--- src/rtl/pwm_audio_pkg.sv ---
// Shared types and constants for the PWM audio output stage.
package pwm_audio_pkg;

  localparam int unsigned PWM_BITS = 8;
  localparam logic [PWM_BITS-1:0] MIDSCALE = 8'h80;

  typedef enum logic [1:0] {
    OFF   = 2'd0,
    WAKE  = 2'd1,
    RUN   = 2'd2,
    DRAIN = 2'd3
  } state_t;

endpackage

--- src/rtl/pwm_core.sv ---
// Prescaled 8-bit PWM counter, per-period duty latch and registered comparator.
module pwm_core
  import pwm_audio_pkg::*;
#(
  parameter int unsigned CLK_DIV = 4
) (
  input  logic                clk,
  input  logic                reset,
  input  logic                hold,
  input  logic                active,
  input  logic                load,
  input  logic [PWM_BITS-1:0] nextDuty,
  output logic                boundary,
  output logic                audPwm
);

  localparam logic [7:0]          DIV_LAST = 8'(CLK_DIV - 1);
  localparam logic [PWM_BITS-1:0] CNT_LAST = '1;

  logic [7:0]          r_divCnt;
  logic [PWM_BITS-1:0] r_pwmCnt;
  logic [PWM_BITS-1:0] r_duty;
  logic                r_audPwm;
  logic                w_tick;

  assign w_tick   = (r_divCnt == DIV_LAST);
  // Not gated by hold: hold depends on the FSM's next state, which depends on boundary.
  assign boundary = w_tick && (r_pwmCnt == CNT_LAST);
  assign audPwm   = r_audPwm;

  always_ff @(posedge clk or negedge reset) begin
    if (!reset) begin
      r_divCnt <= '0;
      r_pwmCnt <= '0;
    end else if (hold) begin
      r_divCnt <= '0;
      r_pwmCnt <= '0;
    end else begin
      r_divCnt <= w_tick ? '0 : r_divCnt + 8'd1;
      if (w_tick) begin
        r_pwmCnt <= r_pwmCnt + 1'b1;
      end
    end
  end

  always_ff @(posedge clk or negedge reset) begin
    if (!reset) begin
      r_duty <= '0;
    end else if (load || boundary) begin
      r_duty <= nextDuty;
    end
  end

  always_ff @(posedge clk or negedge reset) begin
    if (!reset) begin
      r_audPwm <= 1'b0;
    end else begin
      r_audPwm <= active && (r_pwmCnt < r_duty);
    end
  end

endmodule

--- src/rtl/pwm_audio_out.sv ---
// Mono PWM audio output with click-free amplifier power sequencing.
module pwm_audio_out
  import pwm_audio_pkg::*;
#(
  parameter int unsigned CLK_DIV     = 4,
  parameter int unsigned WAKE_CYCLES = 100000
) (
  input  logic       clk,
  input  logic       reset,
  input  logic [7:0] sampleIn,
  input  logic       enableIn,
  output logic       audPwm,
  output logic       audSd,
  output logic       running,
  output logic       sampleTaken
);

  localparam int unsigned WAKE_W = (WAKE_CYCLES > 1) ? $clog2(WAKE_CYCLES) : 1;
  localparam logic [WAKE_W-1:0] WAKE_LOAD = WAKE_W'(WAKE_CYCLES - 1);

  state_t              r_state;
  state_t              w_nextState;
  logic [WAKE_W-1:0]   r_wakeCnt;
  logic [WAKE_W-1:0]   w_nextWakeCnt;
  logic                r_drainPhase;
  logic                w_nextDrainPhase;
  logic                r_sampleTaken;
  logic                w_boundary;
  logic                w_enterOff;
  logic                w_hold;
  logic                w_load;
  logic [PWM_BITS-1:0] w_nextDuty;

  always_ff @(posedge clk or negedge reset) begin
    if (!reset) begin
      r_state       <= OFF;
      r_wakeCnt     <= '0;
      r_drainPhase  <= 1'b0;
      r_sampleTaken <= 1'b0;
    end else begin
      r_state       <= w_nextState;
      r_wakeCnt     <= w_nextWakeCnt;
      r_drainPhase  <= w_nextDrainPhase;
      r_sampleTaken <= w_boundary && (r_state == RUN);
    end
  end

  always_comb begin
    w_nextState      = r_state;
    w_nextWakeCnt    = r_wakeCnt;
    w_nextDrainPhase = r_drainPhase;
    unique case (r_state)
      OFF: begin
        if (enableIn) begin
          w_nextState      = WAKE;
          w_nextWakeCnt    = WAKE_LOAD;
          w_nextDrainPhase = 1'b0;
        end
      end
      WAKE: begin
        if (!enableIn) begin
          w_nextState = OFF;
        end else if (r_wakeCnt == '0) begin
          w_nextState = RUN;
        end else begin
          w_nextWakeCnt = r_wakeCnt - 1'b1;
        end
      end
      RUN: begin
        if (!enableIn) begin
          w_nextState      = DRAIN;
          w_nextDrainPhase = 1'b0;
        end
      end
      DRAIN: begin
        if (w_boundary) begin
          if (r_drainPhase) begin
            w_nextState      = OFF;
            w_nextDrainPhase = 1'b0;
          end else begin
            w_nextDrainPhase = 1'b1;
          end
        end
      end
      default: w_nextState = OFF;
    endcase
  end

  // Duty source: zero on entering OFF, live sample only for boundaries seen in RUN.
  always_comb begin
    w_enterOff = (r_state != OFF) && (w_nextState == OFF);
    w_hold     = (r_state == OFF) || w_enterOff;
    w_load     = w_enterOff || ((r_state == OFF) && (w_nextState == WAKE));
    if (w_enterOff) begin
      w_nextDuty = '0;
    end else if (r_state == RUN) begin
      w_nextDuty = sampleIn;
    end else begin
      w_nextDuty = MIDSCALE;
    end
  end

  pwm_core #(
    .CLK_DIV(CLK_DIV)
  ) u_core (
    .clk      (clk),
    .reset    (reset),
    .hold     (w_hold),
    .active   (r_state != OFF),
    .load     (w_load),
    .nextDuty (w_nextDuty),
    .boundary (w_boundary),
    .audPwm   (audPwm)
  );

  assign audSd       = (r_state != OFF);
  assign running     = (r_state == RUN);
  assign sampleTaken = r_sampleTaken;

endmodule

--- config.mk ---
export PLATFORM = sky130hd
export DESIGN_NAME = pwm_audio_out
export DESIGN_NICKNAME = d
export VERILOG_FILES = /design/src/rtl/pwm_audio_pkg.sv /design/src/rtl/pwm_core.sv /design/src/rtl/pwm_audio_out.sv
export SDC_FILE = /design/constraint.sdc
export NUM_CORES = 1
export LEC_CHECK = 0
export ABC_AREA = 0
export CAP_MARGIN = 20
export CORE_MARGIN = 2
export CORE_UTILIZATION = 62
export CTS_BUF_LIST = sky130_fd_sc_hd__clkbuf_4
export DETAILED_ROUTE_END_ITERATION = 10
export PLACE_DENSITY = 0.81
export SLEW_MARGIN = 25
export SYNTH_ARGS = -nofsm -noshare
export SYNTH_HDL_FRONTEND = slang
export SYNTH_SLANG_ARGS = --single-unit
--- constraint.sdc ---
create_clock -name clk -period 4.15 [get_ports clk]
set_clock_uncertainty 0.05 [all_clocks]
set_input_delay 0.6225 -clock clk [delete_from_list [all_inputs] [get_ports clk]]
set_output_delay 0.6225 -clock clk [all_outputs]
set_load 0.01 [all_outputs]
==> flow_metrics.py <==
metrics = {
    "outcome": {
        "status": "finished, final reports clean",
    },
    "final_layout": {
        "syn_to_final_growth_pct": 9.07,
        "n_antenna_cell": 0,
        "final_cell_count_no_fill": 327,
        "fin_util": 0.701,
        "num-fill-cells": 309,
        "drive_gt1_frac": 0.0650,
        "nNetsFinal": 298,
    },
    "cts": {
        "post_cts_buffers": 0,
        "cts_resized": 0,
        "clock_latency_ns": 0.37,
        "cts_tree": "yes",
        "root_buffer": "clkbuf_4",
        "hold_buffers": 0,
        "cts.sink_count": 46,
        "clkTransAtPathRegs_ns": 0.14,
        "numCtsBuffers": 5,
        "clk_path_buf_depth": 2,
        "htree_num_levels": 2,
    },
    "detailed_routing": {
        "wl_per_cell_um": 15.5,
        "viasPerCell": 6.17,
        "dr.first_iter.drc_count": 202,
        "first_pass_iters": 5,
        "drt_wl_total_um": 5070,
        "dr_total_vias": 2018,
        "drc": 0,
        "drtAntennaViolNets": 0,
    },
    "timing": {
        "worst_slew_pin_slew_ns": 0.862,
        "min_period_ns": 2.84,
        "fin_crit_sh": 0.684,
        "hold_viol": 0,
        "rsz0062_at_grt": "false",
        "finalMaxSlewViolations": 0,
        "tns_ns": 0,
        "maxSlewHeadroom": 0.425,
        "fmax_mhz": 353,
        "setup_viol": 0,
    },
    "floorplan": {
        "ios": 15,
        "rows": 23,
        "initial_utilization": 0.642,
        "die_y_um": 68.1,
        "die_w_um": 68.1,
        "core_um2": 3970,
        "die-area_um2": 4640,
    },
    "global_routing": {
        "grt_max_degree": 47,
        "grt_pass1_wl_um": 9090,
        "grt.overflow.total": 0,
        "grt_usage": 0.265,
        "antenna_found_initial": 0,
        "first_global_vias": 1989,
    },
    "logic_synthesis": {
        "yosysUniqueCellTypes": 44,
        "synth_top_area_share": 0.451,
        "netlist_top_cells_area": "dfrtp_1, ha_1, xor2_1",
        "synthTopCellsByCount": "dfrtp_1, nor2_1, nand2_1",
        "synth-seq-cells": 46,
        "syn_nets": 289,
        "yosys_warnings": 0,
        "synth_edf_count": 0,
        "netlist_area_um2": 2550,
        "synth.avg_cell_area_um2": 9.56,
        "synth-main-ff-cell": "dfrtp_1",
        "syn-instance-count": 267,
        "yosysMostFrequentCell": "dfrtp_1",
        "async_flop_share": 1.00,
        "seq_area_frac_synth": 0.451,
        "yosysTopAreaCell": "dfrtp_1",
    },
    "critical_path": {
        "crit_type": "reg -> out",
        "cp_max_fo": 29,
        "startpoint_type": "flip-flop",
        "crit_buf_inv": 2,
        "critPathMaxStageDelay_ns": 0.93,
        "worstPathCellList": "nor2_1 > inv_1 > clkdlybuf4s50_1",
        "crit_arrival_ns": 2.16,
        "cp-end-kind": "output pin",
        "ff2ff_setup_slack_ns": 1.48,
        "crit_slowest_cell": "dfrtp_1",
        "critPathTopFamily": "flip-flops",
        "required_ns": 3.48,
    },
    "placed_design": {
        "dp_cells": 319,
        "io_buffers": 14,
        "hpwl_um": 3600,
        "gp_congestion": 0.850,
    },
    "hold_path": {
        "hp-class": "in -> async",
    },
    "power": {
        "leakagePower_nw": 1.18,
        "p_per_area_nw_per_um2": 479,
        "total_power_mw": 1.33,
        "ir_drop_uv": 284,
    },
    "flow_run": {
        "max_cap_viol_count": 0,
    },
}
==> logic make-up (layout without fill, tap and decap cells) <==
kind of cell               count (synthesis)  count (layout)  share of synthesized area
and+or+nand+nor                          114             114                      0.248
DFF                                       46              46                      0.451
AOI/OAI and AO/OA                         45              45                      0.121
buffers and inverters                     27              37                     0.0417
xor gates and xnor gates                  21              21                     0.0721
adders and majority gates                 11              11                     0.0539
muxes                                      3               3                     0.0123
==> path summary, 6_finish.rpt <==
check / cells past startpoint / from / endpoint
worst max-delay path: 3 / r_state[0]$_DFF_PN0_ / audSd
worst min-delay path: 1 / reset / sampleTaken$_DFF_PN0_
worst max register to register: 7 / r_wakeCnt[0]$_DFFE_PN0P_ / r_wakeCnt[1]$_DFFE_PN0P_
worst min register to register: 1 / u_core.r_duty[6]$_DFFE_PN0P_ / u_core.r_duty[6]$_DFFE_PN0P_
max in group asynchronous: 1 / reset / u_core.r_pwmCnt[0]$_DFFE_PN0P_
min in group clk: 1 / u_core.r_duty[6]$_DFFE_PN0P_ / u_core.r_duty[6]$_DFFE_PN0P_
==> power breakdown <==
part	switching, mW	total (mW)	internal (mW)	leakage (nW)
combinational	0.193	0.373	0.180	0.553
clock	0.147	0.272	0.125	0.0450
sequential	0.145	0.686	0.541	0.585
total	0.486	1.33	0.846	1.18
==> layout make-up <==
class                   instances  area, µm²  share of cell area
clock buffers                   5       37.5              0.0135
clock inverters                 3       40.0              0.0144
inverters                      14       52.6              0.0189
multi-input cells             194       1290               0.465
flip-flops and latches         46       1150               0.414
well taps                      50       62.6              0.0225
repair buffers                 15        145              0.0522
==> cells in the final DEF (no fill, tap or decap), types with 3 or more instances in the layout <==
master            n
dfrtp_1          46
nor2_1           25
nand2_1          18
nand3_1          15
inv_1            14
a21oi_1          14
clkdlybuf4s50_1  13
nor3_1           11
xor2_1           11
ha_1             11
xnor2_1          10
a22o_1            8
nand4_1           6
or4_1             5
nand2b_1          5
clkbuf_4          5
nor4_1            4
and2_1            4
and3_1            4
a31oi_1           4
o21ai_0           4
nor3b_1           3
or3_1             3
a211oi_1          3
==> per-stage QoR <==
step	cell area (µm²)	setup slack [ns]	hold WS (ns)
after floorplan	2550	1.87	0.277
after global placement	2700	1.55	0.441
after detailed placement	2700	1.53	0.445
after CTS	2780	1.31	0.380
after global routing	2780	1.17	0.204
final	2780	1.31	0.182
==> state kept, by name (all words and copies together) (netlist names) <==
signal and cells:
r_drainPhase 1, sampleTaken 1, r_state 2, u_core.r_duty 8, r_wakeCnt 17, u_core.r_pwmCnt 8, u_core.r_divCnt 8, u_core.audPwm 1
==> layer usage <==
metal / vias up / share of wire / GRT usage / wire length, µm
met1: 972 / 0.46 / 0.375 / 2360
met3: 9 / 0.060 / 0.0609 / 302
li1: 968 / - / - / -
met2: 69 / 0.46 / 0.386 / 2310
met5: - / 0 / 0 / 0
met4: 0 / 0.020 / 0.118 / 103
No activity file was read; power rests on OpenSTA's default activity.
